<file path="src/rtl/switch_pkg.sv">
// Shared constants, types and the round-robin scan helper for the switch crossbar arbiter.
package switch_pkg;

   localparam int unsigned SWITCH_MAX_PORTS  = 16;
   localparam int unsigned SWITCH_IDX_W      = 4;
   localparam int unsigned SWITCH_DEF_PORTS  = 4;
   localparam int unsigned SWITCH_DEF_DATA_W = 16;
   localparam int unsigned SWITCH_DEF_CNT_W  = 16;

   typedef logic [SWITCH_IDX_W-1:0] src_idx_t;

   typedef struct packed {
      logic     found;
      src_idx_t idx;
   } rr_pick_t;

   // First set candidate strictly after 'last', wrapping modulo n (n <= SWITCH_MAX_PORTS).
   function automatic rr_pick_t rr_scan(input logic [SWITCH_MAX_PORTS-1:0] cand,
                                        input int unsigned                 n,
                                        input src_idx_t                    last);
      rr_pick_t    pick;
      int unsigned pos;
      pick = '0;
      for (int unsigned k = 1; k <= SWITCH_MAX_PORTS; k++) begin
         pos = 32'(last) + k;
         if (pos >= n) pos = pos - n;
         if (!pick.found && (k <= n) && cand[pos[SWITCH_IDX_W-1:0]]) begin
            pick.found = 1'b1;
            pick.idx   = pos[SWITCH_IDX_W-1:0];
         end
      end
      return pick;
   endfunction

endpackage

</file>
<file path="src/rtl/switch_rr_arbiter.sv">
// Per-output round-robin arbiter: picks the next requesting input after the last winner,
// only when the output slot can accept a load.
module switch_rr_arbiter
   import switch_pkg::*;
#(
   parameter  int unsigned NUM_PORTS = SWITCH_DEF_PORTS,
   localparam int unsigned SRC_W     = $clog2(NUM_PORTS)
) (
   input  logic [NUM_PORTS-1:0] i_cand,
   input  logic [SRC_W-1:0]     i_rr_last,
   input  logic                 i_free,
   output logic [NUM_PORTS-1:0] o_gnt,
   output logic [SRC_W-1:0]     o_winner,
   output logic                 o_valid
);

   rr_pick_t w_pick;

   assign w_pick   = rr_scan(SWITCH_MAX_PORTS'(i_cand), NUM_PORTS, src_idx_t'(i_rr_last));
   assign o_valid  = i_free & w_pick.found;
   assign o_winner = SRC_W'(w_pick.idx);

   always_comb begin
      o_gnt = '0;
      if (o_valid) o_gnt[o_winner] = 1'b1;
   end

endmodule

</file>
<file path="src/rtl/switch_xbar_arbiter.sv">
// N-port crossbar arbitration core with unicast/multicast delivery and per-output registered slots.
// Define SWITCH_XBAR_STATS_EN to add the grant_cnt per-output delivery counters.
module switch_xbar_arbiter
   import switch_pkg::*;
#(
   parameter  int unsigned NUM_PORTS = SWITCH_DEF_PORTS,
   parameter  int unsigned DATA_W    = SWITCH_DEF_DATA_W,
   parameter  int unsigned CNT_W     = SWITCH_DEF_CNT_W,
   localparam int unsigned SRC_W     = $clog2(NUM_PORTS)
) (
   input  logic                          clk,
   input  logic                          rst_n,
   input  logic [NUM_PORTS-1:0]          req_valid,
   input  logic [NUM_PORTS*NUM_PORTS-1:0] req_target,
   input  logic [NUM_PORTS*DATA_W-1:0]   req_data,
   output logic [NUM_PORTS-1:0]          req_ready,
   output logic [NUM_PORTS-1:0]          out_valid,
   output logic [NUM_PORTS*SRC_W-1:0]    out_source,
   output logic [NUM_PORTS*DATA_W-1:0]   out_data,
   input  logic [NUM_PORTS-1:0]          out_ready
`ifdef SWITCH_XBAR_STATS_EN
   ,
   output logic [NUM_PORTS*CNT_W-1:0]    grant_cnt
`endif
);

   if (NUM_PORTS < 2 || NUM_PORTS > SWITCH_MAX_PORTS || CNT_W == 0) begin : g_bad_cfg
      $error("switch_xbar_arbiter: unsupported NUM_PORTS or CNT_W");
   end

   logic [NUM_PORTS-1:0] w_target    [NUM_PORTS];
   logic [DATA_W-1:0]    w_data      [NUM_PORTS];
   logic [NUM_PORTS-1:0] w_remaining [NUM_PORTS];
   logic [NUM_PORTS-1:0] w_cand      [NUM_PORTS]; // per output, bit = input
   logic [NUM_PORTS-1:0] w_gnt_out   [NUM_PORTS]; // per output, bit = input
   logic [NUM_PORTS-1:0] w_gnt_in    [NUM_PORTS]; // per input, bit = output
   logic [SRC_W-1:0]     w_winner    [NUM_PORTS];
   logic [NUM_PORTS-1:0] w_load;
   logic [NUM_PORTS-1:0] w_free;

   logic [NUM_PORTS-1:0] r_served     [NUM_PORTS];
   logic [NUM_PORTS-1:0] r_out_valid;
   logic [SRC_W-1:0]     r_out_source [NUM_PORTS];
   logic [DATA_W-1:0]    r_out_data   [NUM_PORTS];
   logic [SRC_W-1:0]     r_rr_last    [NUM_PORTS];

   always_comb begin
      for (int unsigned i = 0; i < NUM_PORTS; i++) begin
         w_target[i]    = req_target[i*NUM_PORTS +: NUM_PORTS];
         w_data[i]      = req_data[i*DATA_W +: DATA_W];
         w_remaining[i] = w_target[i] & ~r_served[i];
      end
   end

   // A slot that drains this cycle can be reloaded in the same cycle.
   assign w_free = ~r_out_valid | out_ready;

   always_comb begin
      for (int unsigned o = 0; o < NUM_PORTS; o++) begin
         for (int unsigned i = 0; i < NUM_PORTS; i++) begin
            w_cand[o][i] = req_valid[i] & w_remaining[i][o];
         end
      end
   end

   for (genvar go = 0; go < int'(NUM_PORTS); go++) begin : g_arb
      switch_rr_arbiter #(
         .NUM_PORTS (NUM_PORTS)
      ) u_arb (
         .i_cand    (w_cand[go]),
         .i_rr_last (r_rr_last[go]),
         .i_free    (w_free[go]),
         .o_gnt     (w_gnt_out[go]),
         .o_winner  (w_winner[go]),
         .o_valid   (w_load[go])
      );
   end

   always_comb begin
      for (int unsigned i = 0; i < NUM_PORTS; i++) begin
         for (int unsigned o = 0; o < NUM_PORTS; o++) begin
            w_gnt_in[i][o] = w_gnt_out[o][i];
         end
      end
   end

   // Consumed once every target has been delivered, including any granted this cycle.
   always_comb begin
      for (int unsigned i = 0; i < NUM_PORTS; i++) begin
         req_ready[i] = req_valid[i] & ((w_remaining[i] & ~w_gnt_in[i]) == '0);
      end
   end

   always_ff @(posedge clk or negedge rst_n) begin
      if (!rst_n) begin
         r_out_valid <= '0;
         for (int unsigned o = 0; o < NUM_PORTS; o++) begin
            r_out_source[o] <= '0;
            r_out_data[o]   <= '0;
            r_rr_last[o]    <= SRC_W'(NUM_PORTS - 1);
            r_served[o]     <= '0;
         end
      end else begin
         for (int unsigned o = 0; o < NUM_PORTS; o++) begin
            if (w_load[o]) begin
               r_out_valid[o]  <= 1'b1;
               r_out_source[o] <= w_winner[o];
               r_out_data[o]   <= w_data[w_winner[o]];
               r_rr_last[o]    <= w_winner[o];
            end else if (out_ready[o]) begin
               r_out_valid[o]  <= 1'b0;
            end
         end
         for (int unsigned i = 0; i < NUM_PORTS; i++) begin
            if (!req_valid[i] || req_ready[i]) r_served[i] <= '0;
            else                               r_served[i] <= r_served[i] | w_gnt_in[i];
         end
      end
   end

   always_comb begin
      out_valid = r_out_valid;
      for (int unsigned o = 0; o < NUM_PORTS; o++) begin
         out_source[o*SRC_W +: SRC_W] = r_out_source[o];
         out_data[o*DATA_W +: DATA_W] = r_out_data[o];
      end
   end

`ifdef SWITCH_XBAR_STATS_EN
   logic [CNT_W-1:0] r_grant_cnt [NUM_PORTS];

   always_ff @(posedge clk or negedge rst_n) begin
      if (!rst_n) begin
         for (int unsigned o = 0; o < NUM_PORTS; o++) r_grant_cnt[o] <= '0;
      end else begin
         for (int unsigned o = 0; o < NUM_PORTS; o++) begin
            if (w_load[o]) r_grant_cnt[o] <= r_grant_cnt[o] + CNT_W'(1);
         end
      end
   end

   always_comb begin
      for (int unsigned o = 0; o < NUM_PORTS; o++) grant_cnt[o*CNT_W +: CNT_W] = r_grant_cnt[o];
   end
`else
   // Statistics disabled: no counter state is built.
`endif

endmodule

</file>
<file path="config.mk">
export PLATFORM = sky130hd
export DESIGN_NAME = switch_xbar_arbiter
export DESIGN_NICKNAME = d
export VERILOG_FILES = /design/src/rtl/switch_pkg.sv /design/src/rtl/switch_rr_arbiter.sv /design/src/rtl/switch_xbar_arbiter.sv
export SDC_FILE = /design/constraint.sdc
export NUM_CORES = 1
export LEC_CHECK = 0
export CORE_MARGIN = 4
export CORE_UTILIZATION = 45
export CTS_CLUSTER_DIAMETER = 120
export CTS_CLUSTER_SIZE = 14
export DETAILED_ROUTE_END_ITERATION = 12
export GPL_TIMING_DRIVEN = 1
export MAX_ROUTING_LAYER = met4
export PLACE_DENSITY = 0.7
export SLEW_MARGIN = 20
export SYNTH_ARGS = -nofsm -noshare
export SYNTH_HDL_FRONTEND = slang
export SYNTH_HIERARCHICAL = 1
export SYNTH_SLANG_ARGS = --single-unit
export TNS_END_PERCENT = 50
</file>
<file path="constraint.sdc">
create_clock -name clk -period 11.45 [get_ports clk]
set_input_delay 3.435 -clock clk [delete_from_list [all_inputs] [get_ports clk]]
set_output_delay 3.435 -clock clk [all_outputs]
set_load 0.005 [all_outputs]
</file>
* Word level (Yosys, flattened, before mapping)
Cells that the tools add are included.
** Word-level totals
- Bits in registers :: 100
- Bits of input ports :: 90
- Output and inout bits :: 80
- Word-level logic and storage cells :: 290
** Cells by class
- Add/sub/neg operators :: 32
- Order comparisons :: 44
- Muxes and demuxes :: 100
- Bitwise operators :: 50
- Reductions and logical operators :: 44
** Operators with widths (number)
- >= comparator 32 x 3 -> 1 bit (second input constant) :: 16
- binary-select mux 16 bit (select 2 bit) :: 4
- 2-to-1 mux 16 bit :: 8
- 2-to-1 mux 4 bit :: 24
- < comparator 4 x 5 -> 1 bit (second input constant) :: 16
- 2-to-1 mux 5 bit :: 16
- binary-select mux 1 bit (select 4 bit) :: 16
- subtractor 4 x 3 -> 4 bit (second input constant) :: 16
- NOT 4 bit :: 9
- AND 4 bit :: 8
- 2-to-1 mux 1 bit :: 28
- adder 2 x 2 -> 3 bit (second input constant) :: 8
- AND 1 bit :: 24
- OR 4 bit :: 5
- adder 2 x 3 -> 4 bit (second input constant) :: 4
- logical AND 1 bit :: 16
- logical NOT 1 bit :: 16
- logical NOT 4 bit :: 4
- adder 2 x 1 -> 3 bit (second input constant) :: 4
- >= comparator 3 bit (second input constant) :: 4
- < comparator 2 x 3 -> 1 bit (second input constant) :: 4
- NOT 2 -> 3 bit :: 4
- demux 1 bit (select 2 bit) :: 4
- >= comparator 2 x 1 -> 1 bit (second input constant) :: 4
- other kinds (2) :: 8

* Longest topological paths before layout
- Depth after elaboration :: 26
- Mapped depth :: 15
- Mapped depth without buffers :: 11

* By module
The synthesis kept the hierarchy.
** Modules (own cells, without submodules)
- switch_xbar_arbiter :: times used 1, cells each 579, area an instance 6092.1 um2, sequential area each 2512.4 um2
- switch_rr_arbiter at g_arb[1].u_arb ... :: times used 2, cells each 56, area an instance 476.7 um2, sequential area each 0.0 um2
- switch_rr_arbiter at g_arb[3].u_arb :: times used 1, cells each 56, area an instance 503.0 um2, sequential area each 0.0 um2
- switch_rr_arbiter at g_arb[0].u_arb :: times used 1, cells each 42, area an instance 370.4 um2, sequential area each 0.0 um2

* Worst setup path after synthesis
Ideal clock, no wire load.
- Kind :: input to output
- Start :: in req_valid[1]
- End :: out req_ready[3]
- Data arrival time :: 5.669 ns
- Slack :: 2.346 ns
- Cell stages on the path :: 9
- Path buffers :: 0
- Cell sequence :: and3b_1 > mux4_1 > nand2_1 > nand4b_4 > o221a_1 > nor4_2 > nor3b_1 > a2111oi_4 > and2_1
** RTL lines
- start, declared :: RTL line switch_xbar_arbiter.sv:13 : input logic [NUM_PORTS-1:0] req_valid,
- end, declared :: RTL line switch_xbar_arbiter.sv:16 : output logic [NUM_PORTS-1:0] req_ready,

==> impl_metrics.toml <==
[status]
status = "finished, final reports clean"

[setup_path]
critical_path_class = "input pin to primary output"
critPathLaunchType = "input pin"
rrSetupSlack_ns = 7.06
crit_arrival_ns = 7.14
worstSetupEndpointType = "primary output"
cp_max_fo = 9
critPathRequiredTime_ns = 8.02
rr_worst_depth = 9
r2r-start = "r_rr_last[4]"
r2r-end = "out_data[18]"

[finish]
instances_no_fill = 1164
fin_area_um2 = 9902
fin_nets = 1043
final_cell_mix = "clkdlybuf4s50_1 (168), dfrtp_1 (92), mux2i_1 (78)"
layout_commonest_cell = "clkdlybuf4s50_1"
drive_above_1_share_pct = 13.75
fillers = 1575
syn2layout_area_growth_pct = 25.04

[timing]
grt_setup_unrepaired = "no"
max_slew_margin_pct = 23.72
fin_crit_sh_pct = 92.32
max_freq_ghz = 0.09461
hold_violations = 0
worst_pin_slew_ns = 1.144
fin_crit_ns = 10.57
timing.final.max_slew_violations = 0
fin_tns_setup_ns = 0
setup_viol = 0
fin_worst_skew_ns = 0.01212

[clock_network]
clk_pin_slew_ns = 0.08
cts_buffers = 9
cts_sinks = 100
htree_levels = 3
tritoncts = "built"
clockRootBuffer = "clkbuf_16"
ctsResizeCount = 0
hold_buffers = 0
clock_latency_ns = 0.36
cts_buffer_depth = 2
post-cts-setup-buffer-count = 0

[global_routing]
grt_pass1_vias = 6476
antenna_found_initial = 1
grt_max_degree = 57
gr-total-overflow = 0
grt_first_pass_wirelength_um = 36030
grt_use_total_pct = 23.73

[logic_synthesis]
syn_avg_cell_area_um2 = 10.04
yosysSeqAreaShare_pct = 31.73
synth_area_um2 = 7919
synth-async-reset-ratio_pct = 100.0
netlist_instances = 789
ys_seq_elements = 100
synth_cell_types = 64
syn_nets = 899
ys.warnings.count = 6
synth_edf_count = 0
synth-main-ff-cell = "dfrtp_1"

[detailed_routing]
vias_per_cell = 5.558
dr.pass1.iters = 6
routed_wl_um = 23000
first_iter_violations = 317
wl_per_cell_um = 19.76
drc = 0
vias = 6470
postRouteAntennaNets = 0

[die]
rows = 48
coreArea_um2 = 17300
die_h_um = 140.7
die_w_um = 140.7
initial_utilization_pct = 45.78
die-area_um2 = 19780
io_pins = 170

[hold_path]
holdPathEnd = "out_source[6]"
hold_path.class = "flop to flop"
holdPathStages = 2
min_from = "out_source[6]"

[power_and_ir_drop]
vdd_drop_max_uv = 203.6
cellLeakagePower_uw = 0.004189
powerDensity_nw_per_um2 = 351.4

[placed_design]
gp_congestion = 0.8973
hpwl_um = 16000
dp.cells = 1147
port_buffers = 169
dpl_cell_area_um2 = 9628

[job]
cap_violations = 0
[Yosys cell counts, types with 4 or more instances]
cell type,instances,share of area (%)
a2111oi_4,4,1.4
a21o_1,4,0.38
a21oi_1,69,4.4
and2_1,4,0.32
and2b_1,8,0.76
and3_1,4,0.32
and3b_1,13,1.4
buf_1,4,0.19
buf_4,5,0.47
buf_6,20,2.8
clkbuf_1,8,0.38
clkbuf_2,4,0.25
dfrtp_1,92,29
dfstp_2,8,2.7
ha_1,20,3.2
inv_1,26,1.2
mux2_1,16,2.3
mux2_2,21,3.0
mux2_4,42,8.0
mux2i_1,78,9.9
nand2_1,26,1.2
nand2b_1,14,1.1
nand3_1,8,0.51
nor2_1,31,1.5
nor2b_1,66,5.2
nor3_1,4,0.25
nor3b_1,16,1.5
o21a_1,6,0.57
o21ai_0,52,3.3
o21ai_1,50,3.2
o31a_1,5,0.55
[flip-flops by register name, indices dropped and copies added, names as in the netlist]
| register | count |
|---|---|
| out_valid | 4 |
| r_served | 16 |
| out_data | 64 |
| r_rr_last | 8 |
| out_source | 8 |
[cell type report]
cell class                      instances  area [um^2]  share of cell area (%)
Multi-Input combinational cell        616         4969                   50.18
Sequential cell                       100         2512                   25.37
Timing Repair Buffer                  179         1764                   17.82
Tap cell                              225        281.5                   2.843
Clock buffer                           11        232.7                   2.350
Inverter                               27        101.3                   1.024
Clock inverter                          5        38.79                  0.3917
Antenna cell                            1        2.502                 0.02527
[through the flow]
step | power [uW] | hold slack [ns] | setup slack, ns | utilization, %
after CTS | 3488 | 0.5282 | 0.8867 | 57.23
final | 3480 | 0.5221 | 0.8799 | 57.25
after global routing | 3741 | 0.5592 | 0.6439 | 57.25
after global placement | 3153 | 0.5131 | 0.9303 | 55.66
after detailed placement | 3179 | 0.5144 | 0.8850 | 55.66
after floorplan | 2504 | 0.4765 | 2.346 | -
[report_power, final]
part / switching [uW] / internal, uW / total [uW]
clock network: 147 / 149 / 296
registers: 140 / 555 / 695
logic: 1330 / 1160 / 2490
[critical path, stage by stage]
cell and delay (ns):
clkdlybuf4s50_1 0.53, and3b_1 0.31, mux2_4 0.27, a2bb2oi_1 0.23, nand4bb_1 0.31, o221a_1 0.38, nor4_2 0.33, nor2_1 0.15
a2111oi_4 0.49, and2_1 0.20, clkdlybuf4s50_1 0.50
[per-layer routing]
metal  up-vias  global-route usage, %  wire [um]
met5         -                      -          0
met4         0                  5.405        282
met1      3146                  32.07      10800
met3        17                  5.936       1400
li1       3134                      -          -
met2       173                  36.21      10520
[worst max path at each step]
stage                             from  depth (start not counted)  slack, ns      endpoint
after global routing      req_valid[1]                         12       0.64  req_ready[2]
after floorplan           req_valid[1]                          9       2.35  req_ready[3]
after detailed placement  req_valid[0]                         11       0.89  req_ready[3]
after CTS                 req_valid[0]                         11       0.89  req_ready[3]
final                     req_valid[0]                         11       0.88  req_ready[3]
after global placement    req_valid[0]                         11       0.93  req_ready[3]
[logic make-up (layout without fill, tap and decap cells)]
group | count (synthesis) | count (layout) | share of synthesized area [%]
and+or+nand+nor | 209 | 209 | 16.21
adders and majority gates | 20 | 20 | 3.160
AOI/OAI and AO/OA | 224 | 224 | 18.03
DFF | 100 | 100 | 31.73
other | 0 | 1 | 0
muxes | 163 | 163 | 24.89
buffers and inverters | 73 | 222 | 5.988
(Power assumes the default switching activity.)
